==> config.mk <==
export PLATFORM = sky130hd
export DESIGN_NAME = gci_std_display_rect_fill
export DESIGN_NICKNAME = d
export VERILOG_FILES = /design/src/rtl/gci_std_display_rect_fill.sv
export SDC_FILE = /design/constraint.sdc
export NUM_CORES = 1
export LEC_CHECK = 0
export CORE_MARGIN = 2
export CORE_UTILIZATION = 50
export CTS_CLUSTER_SIZE = 10
export DETAILED_ROUTE_END_ITERATION = 8
export GPL_TIMING_DRIVEN = 1
export PLACE_DENSITY_LB_ADDON = 0.08
export SYNTH_ARGS = -nofsm -noshare
export SYNTH_HDL_FRONTEND = slang
export SYNTH_SLANG_ARGS = --single-unit
==> constraint.sdc <==
create_clock -name iCLOCK -period 4.3 [get_ports iCLOCK]
set_clock_uncertainty 0.2 [all_clocks]
set_input_delay 0.86 -clock iCLOCK [delete_from_list [all_inputs] [get_ports iCLOCK]]
set_output_delay 0.86 -clock iCLOCK [all_outputs]
set_load 0.02 [all_outputs]
==> src/rtl/gci_std_display_rect_fill.sv <==
// Rectangle-fill sequencer: one command (x,y,w,h,colour) -> one write beat per pixel, raster order.
// Latency: accept at cycle 0, setup at cycle 1, first beat at cycle 2, FINISH one cycle after last transfer.
// Backpressure: iIF_BUSY stalls the beat stream (addr/data held); oIF_BUSY refuses commands outside IDLE.
// Optional clipping to the visible area is enabled by defining GCI_STD_DISPLAY_RECT_FILL_CLIP_EN.
module gci_std_display_rect_fill #(
    parameter int unsigned P_AREA_H     = 640,
    parameter int unsigned P_AREA_V     = 480,
    parameter int unsigned P_COORD_N    = 10,
    parameter int unsigned P_MEM_ADDR_N = 23,
    parameter int unsigned P_COLOR_N    = 24,
    parameter int unsigned P_BASE_ADDR  = 0
) (
    input  logic                    iCLOCK,
    input  logic                    iRESET_SYNC,
    input  logic                    iIF_VALID,
    output logic                    oIF_BUSY,
    input  logic [P_COORD_N-1:0]    iIF_X,
    input  logic [P_COORD_N-1:0]    iIF_Y,
    input  logic [P_COORD_N-1:0]    iIF_W,
    input  logic [P_COORD_N-1:0]    iIF_H,
    input  logic [P_COLOR_N-1:0]    iIF_COLOR,
    output logic                    oIF_FINISH,
    output logic                    oIF_VALID,
    input  logic                    iIF_BUSY,
    output logic [P_MEM_ADDR_N-1:0] oIF_ADDR,
    output logic [P_COLOR_N-1:0]    oIF_DATA
);

    localparam logic [1:0] ST_IDLE  = 2'd0;
    localparam logic [1:0] ST_SETUP = 2'd1;
    localparam logic [1:0] ST_FILL  = 2'd2;
    localparam logic [1:0] ST_END   = 2'd3;

    localparam logic [P_MEM_ADDR_N-1:0] AREA_H_A = P_MEM_ADDR_N'(P_AREA_H);
    localparam logic [P_MEM_ADDR_N-1:0] BASE_A   = P_MEM_ADDR_N'(P_BASE_ADDR);
    localparam logic [P_COORD_N-1:0]    ONE_C    = P_COORD_N'(1);

    logic [1:0]              state_q, state_d;
    logic [P_COORD_N-1:0]    x_q, x_d, y_q, y_d, w_q, w_d, h_q, h_d;
    logic [P_COORD_N-1:0]    w_eff_q, w_eff_d, h_eff_q, h_eff_d;
    logic [P_COORD_N-1:0]    col_q, col_d, row_q, row_d;
    logic [P_MEM_ADDR_N-1:0] row_base_q, row_base_d, addr_q, addr_d;
    logic [P_COLOR_N-1:0]    data_q, data_d;

    logic [P_COORD_N-1:0]    w_eff_c, h_eff_c;
    logic [P_MEM_ADDR_N-1:0] base_c;

`ifdef GCI_STD_DISPLAY_RECT_FILL_CLIP_EN
    localparam logic [31:0] AREA_H_W = 32'(P_AREA_H);
    localparam logic [31:0] AREA_V_W = 32'(P_AREA_V);
    logic [31:0] room_h_c, room_v_c;

    // Clip the latched size to the room left between origin and the visible edge.
    always_comb begin
        room_h_c = (32'(x_q) >= AREA_H_W) ? 32'd0 : AREA_H_W - 32'(x_q);
        room_v_c = (32'(y_q) >= AREA_V_W) ? 32'd0 : AREA_V_W - 32'(y_q);
        // When the room is the smaller value it is below w/h, so it fits the coord width.
        w_eff_c  = (32'(w_q) < room_h_c) ? w_q : room_h_c[P_COORD_N-1:0];
        h_eff_c  = (32'(h_q) < room_v_c) ? h_q : room_v_c[P_COORD_N-1:0];
    end
`else
    // Unclipped: rows run on into the next frame-buffer row and addresses simply wrap.
    always_comb begin
        w_eff_c = w_q;
        h_eff_c = h_q;
    end
`endif

    // Start address of the first row. The result wraps modulo 2^P_MEM_ADDR_N, and
    // modular multiply/add give the same low bits as the full-width product truncated.
    assign base_c = BASE_A + P_MEM_ADDR_N'(y_q) * AREA_H_A + P_MEM_ADDR_N'(x_q);

    // Next-state logic: command capture, setup, raster walk with stall hold, finish.
    always_comb begin
        state_d    = state_q;
        x_d        = x_q;
        y_d        = y_q;
        w_d        = w_q;
        h_d        = h_q;
        w_eff_d    = w_eff_q;
        h_eff_d    = h_eff_q;
        col_d      = col_q;
        row_d      = row_q;
        row_base_d = row_base_q;
        addr_d     = addr_q;
        data_d     = data_q;
        case (state_q)
            ST_IDLE: begin
                if (iIF_VALID) begin
                    x_d     = iIF_X;
                    y_d     = iIF_Y;
                    w_d     = iIF_W;
                    h_d     = iIF_H;
                    data_d  = iIF_COLOR;
                    state_d = ST_SETUP;
                end
            end
            ST_SETUP: begin
                w_eff_d    = w_eff_c;
                h_eff_d    = h_eff_c;
                row_base_d = base_c;
                addr_d     = base_c;
                col_d      = '0;
                row_d      = '0;
                state_d    = (w_eff_c == '0 || h_eff_c == '0) ? ST_END : ST_FILL;
            end
            ST_FILL: begin
                if (!iIF_BUSY) begin
                    if (col_q == w_eff_q - ONE_C) begin
                        col_d      = '0;
                        row_d      = row_q + ONE_C;
                        row_base_d = row_base_q + AREA_H_A;
                        addr_d     = row_base_q + AREA_H_A;
                        if (row_q == h_eff_q - ONE_C) begin
                            state_d = ST_END;
                        end
                    end else begin
                        col_d  = col_q + ONE_C;
                        addr_d = addr_q + P_MEM_ADDR_N'(1);
                    end
                end
            end
            ST_END: begin
                state_d = ST_IDLE;
            end
            default: begin
                state_d = ST_IDLE;
            end
        endcase
    end

    // State registers with synchronous reset; reset abandons any fill in progress.
    always_ff @(posedge iCLOCK) begin
        if (iRESET_SYNC) begin
            state_q    <= ST_IDLE;
            x_q        <= '0;
            y_q        <= '0;
            w_q        <= '0;
            h_q        <= '0;
            w_eff_q    <= '0;
            h_eff_q    <= '0;
            col_q      <= '0;
            row_q      <= '0;
            row_base_q <= '0;
            addr_q     <= '0;
            data_q     <= '0;
        end else begin
            state_q    <= state_d;
            x_q        <= x_d;
            y_q        <= y_d;
            w_q        <= w_d;
            h_q        <= h_d;
            w_eff_q    <= w_eff_d;
            h_eff_q    <= h_eff_d;
            col_q      <= col_d;
            row_q      <= row_d;
            row_base_q <= row_base_d;
            addr_q     <= addr_d;
            data_q     <= data_d;
        end
    end

    assign oIF_BUSY   = (state_q != ST_IDLE);
    assign oIF_VALID  = (state_q == ST_FILL);
    assign oIF_FINISH = (state_q == ST_END);
    assign oIF_ADDR   = addr_q;
    assign oIF_DATA   = data_q;

endmodule

==> impl_metrics.json <==
{
  "worstPathRequired_ps": 4420,
  "avgSynthCellArea_um2": 8.00,
  "placed_area_mm2": 0.00931,
  "grt_pass1_vias": 6805,
  "routed_via_density": 5.55,
  "synth_nets": 1099,
  "ys_warn_count": 0,
  "hp-class": "reg2reg",
  "ir_drop_mv": 0.456,
  "synth_most_common_cell": "nand2_1",
  "fmax_mhz": 285,
  "route.vias.total": 7347,
  "layout-drive-gt1-share_pct": 5.23,
  "drv_cap": 0,
  "crit_fanout": 4,
  "synth.mux.area_fraction_pct": 3.79,
  "htree_num_levels": 4,
  "overflow": 0,
  "synth-xor-area-share_pct": 6.80,
  "drt-initial-drc-count": 426,
  "grt_antenna_before_repair": 0,
  "wire_per_inst_um": 15.9,
  "cp.arrival_ps": 3630,
  "ys_ff_latch": 152,
  "power.leakage_nw": 3.76,
  "synth_adder_area_share_pct": 5.20,
  "yosysSeqAreaShare_pct": 38.1,
  "synth_commonest_cells": "nand2_1, dfxtp_1, a21oi_1",
  "start_util_pct": 50.7,
  "clock_latency_ps": 430,
  "core-area_mm2": 0.0158,
  "post-dp-hpwl_um": 14800,
  "yosys.area_share.simple_pct": 23.8,
  "firstDrtPassIters": 5,
  "relSlewSlack_pct": 23.8,
  "start_kind": "flip-flop",
  "nFillCells": 1494,
  "cts_sinks": 152,
  "synth_area_leader_cell": "dfxtp_1",
  "hold_viol": 0,
  "die_area_mm2": 0.0170,
  "antenna_cells": 0,
  "post_cts_buffers": 0,
  "area_delta_synth_final_pct": 24.2,
  "tns_ps": 0,
  "synth.distinct_cells": 72,
  "seq_area_mm2": 0.00304,
  "row_count": 46,
  "slew_viol_final": 0,
  "cts_root_buf": "clkbuf_16",
  "fp.dieW_um": 130,
  "worst_pin_slew_ps": 1130,
  "fin_area_mm2": 0.00992,
  "layoutNonFillerInstCount": 1324,
  "ys.flop_type": "dfxtp_1",
  "gp_congestion": 0.894,
  "netlist_area_mm2": 0.00799,
  "cts_made_buffers": 17,
  "p_per_area_mw_per_mm2": 575,
  "end_kind": "flip-flop",
  "track_usage_pct": 25.1,
  "outcome": "finished, final reports clean",
  "io_pins": 118,
  "synthCells": 999,
  "cts_tree": "yes",
  "ant_nets": 0,
  "place_inst": 1293,
  "die_h_um": 130,
  "synth_edf_count": 0,
  "cts_buffer_depth": 2,
  "grt_setup_unrepaired": "false",
  "synth_top_family_by_area": "simple AND/OR/NAND/NOR gates",
  "power_mw": 5.71,
  "synth_compound_area_share_pct": 18.5,
  "async_flop_share_pct": 0,
  "multi_input_area_mm2": 0.00464,
  "yosys-top-cells-area": "dfxtp_1, nand2_1, a21oi_1, ha_1, nor2_1",
  "grt_pass1_wl_um": 33900,
  "post-route-period-util_pct": 81.7,
  "timing.final.crit_period_ps": 3510,
  "setup_violations": 0,
  "num-nets-final": 1196,
  "path_class": "reg2reg",
  "cts_hold_buf": 0,
  "synth_top_area_share_pct": 38.1,
  "port_buffers": 117,
  "drc": 0,
  "postRouteWirelength_um": 21000,
  "grt_max_degree": 66,
  "cts_resized": 0,
  "clkTransAtPathRegs_ps": 60
}
==> power breakdown <==
part	internal (mW)	switching, mW
combinational	0.896	1.27
sequential	1.67	0.303
clock	0.962	0.608
total	3.53	2.18
==> sequential cells by signal, summed over array words and instances (netlist names) <==
name,cells
row_q,10
y_q,10
col_q,10
row_base_q,23
state_q,2
h_eff_c,10
w_eff_q,10
h_eff_q,10
oIF_DATA,24
x_q,10
oIF_ADDR,23
w_eff_c,10
==> logic make-up after synthesis <==
kind of cell    after synthesis
xor+xnor                     62
flops                       152
fa+ha+maj                    32
compound gates              233
mux                          30
buf+inv                      75
simple gates                415
==> layout make-up <==
class | instances | share of cell area, %
multi-input combinational | 772 | 46.8
sequential | 152 | 30.7
clock inverter | 9 | 1.41
tap | 216 | 2.72
clock buffer | 22 | 4.78
timing repair buffer | 130 | 12.8
inverter | 23 | 0.870
==> worst paths after layout <==
kind,start,end,slack (ps),cells past startpoint
worst max-delay path,y_q[1],oIF_ADDR[16],790,11
worst max register to register,y_q[1],oIF_ADDR[16],790,11
worst min register to register,oIF_DATA[1],oIF_DATA[1],250,2
worst min-delay path,oIF_DATA[1],oIF_DATA[1],250,2
==> per-layer routing <==
metal / vias up / global-route usage (%) / part of all wire, %
met5: - / 0 / 0
met4: 0 / 6.51 / 1.1
met3: 22 / 6.92 / 6.8
met2: 219 / 39.8 / 44
met1: 3387 / 34.2 / 48
li1: 3719 / - / -
==> placed cells by master, fill, tap and decap left out, types with 8 or more instances in the layout <==
| cell type | netlist | routed |
|---|---|---|
| a211oi_1 | 15 | 15 |
| a21oi_1 | 106 | 106 |
| a31oi_1 | 8 | 8 |
| and3_1 | 11 | 11 |
| buf_4 | 1 | 14 |
| clkbuf_16 | 0 | 17 |
| clkdlybuf4s50_1 | 0 | 116 |
| dfxtp_1 | 152 | 152 |
| ha_1 | 30 | 29 |
| inv_1 | 22 | 22 |
| mux2i_1 | 28 | 28 |
| nand2_1 | 172 | 171 |
| nand2b_1 | 12 | 12 |
| nand3_1 | 41 | 41 |
| nand4_1 | 13 | 13 |
| nor2_1 | 98 | 98 |
| nor3_1 | 16 | 16 |
| o211ai_1 | 14 | 14 |
| o21ai_0 | 25 | 25 |
| xnor2_1 | 31 | 31 |
| xor2_1 | 31 | 31 |
==> worst max-delay path: stages (launching register included) <==
cell	delay (ps)
dfxtp_1	330
ha_1	300
ha_1	240
fa_1	440
a211oi_1	320
nor3b_1	110
nor4_1	390
nand4_1	230
xnor2_1	330
nor2_1	100
nor4_1	310
nor3b_1	90
==> through the flow <==
stage                     hold WS, ps  util (%)  setup slack [ps]
after CTS                         255      62.9               817
after global routing              268      62.9               511
after detailed placement          248      59.0               831
after floorplan                   241         -              1110
final                             253      62.9               789
after global placement            241      59.0               895
Power figures use the tool's default switching activity.
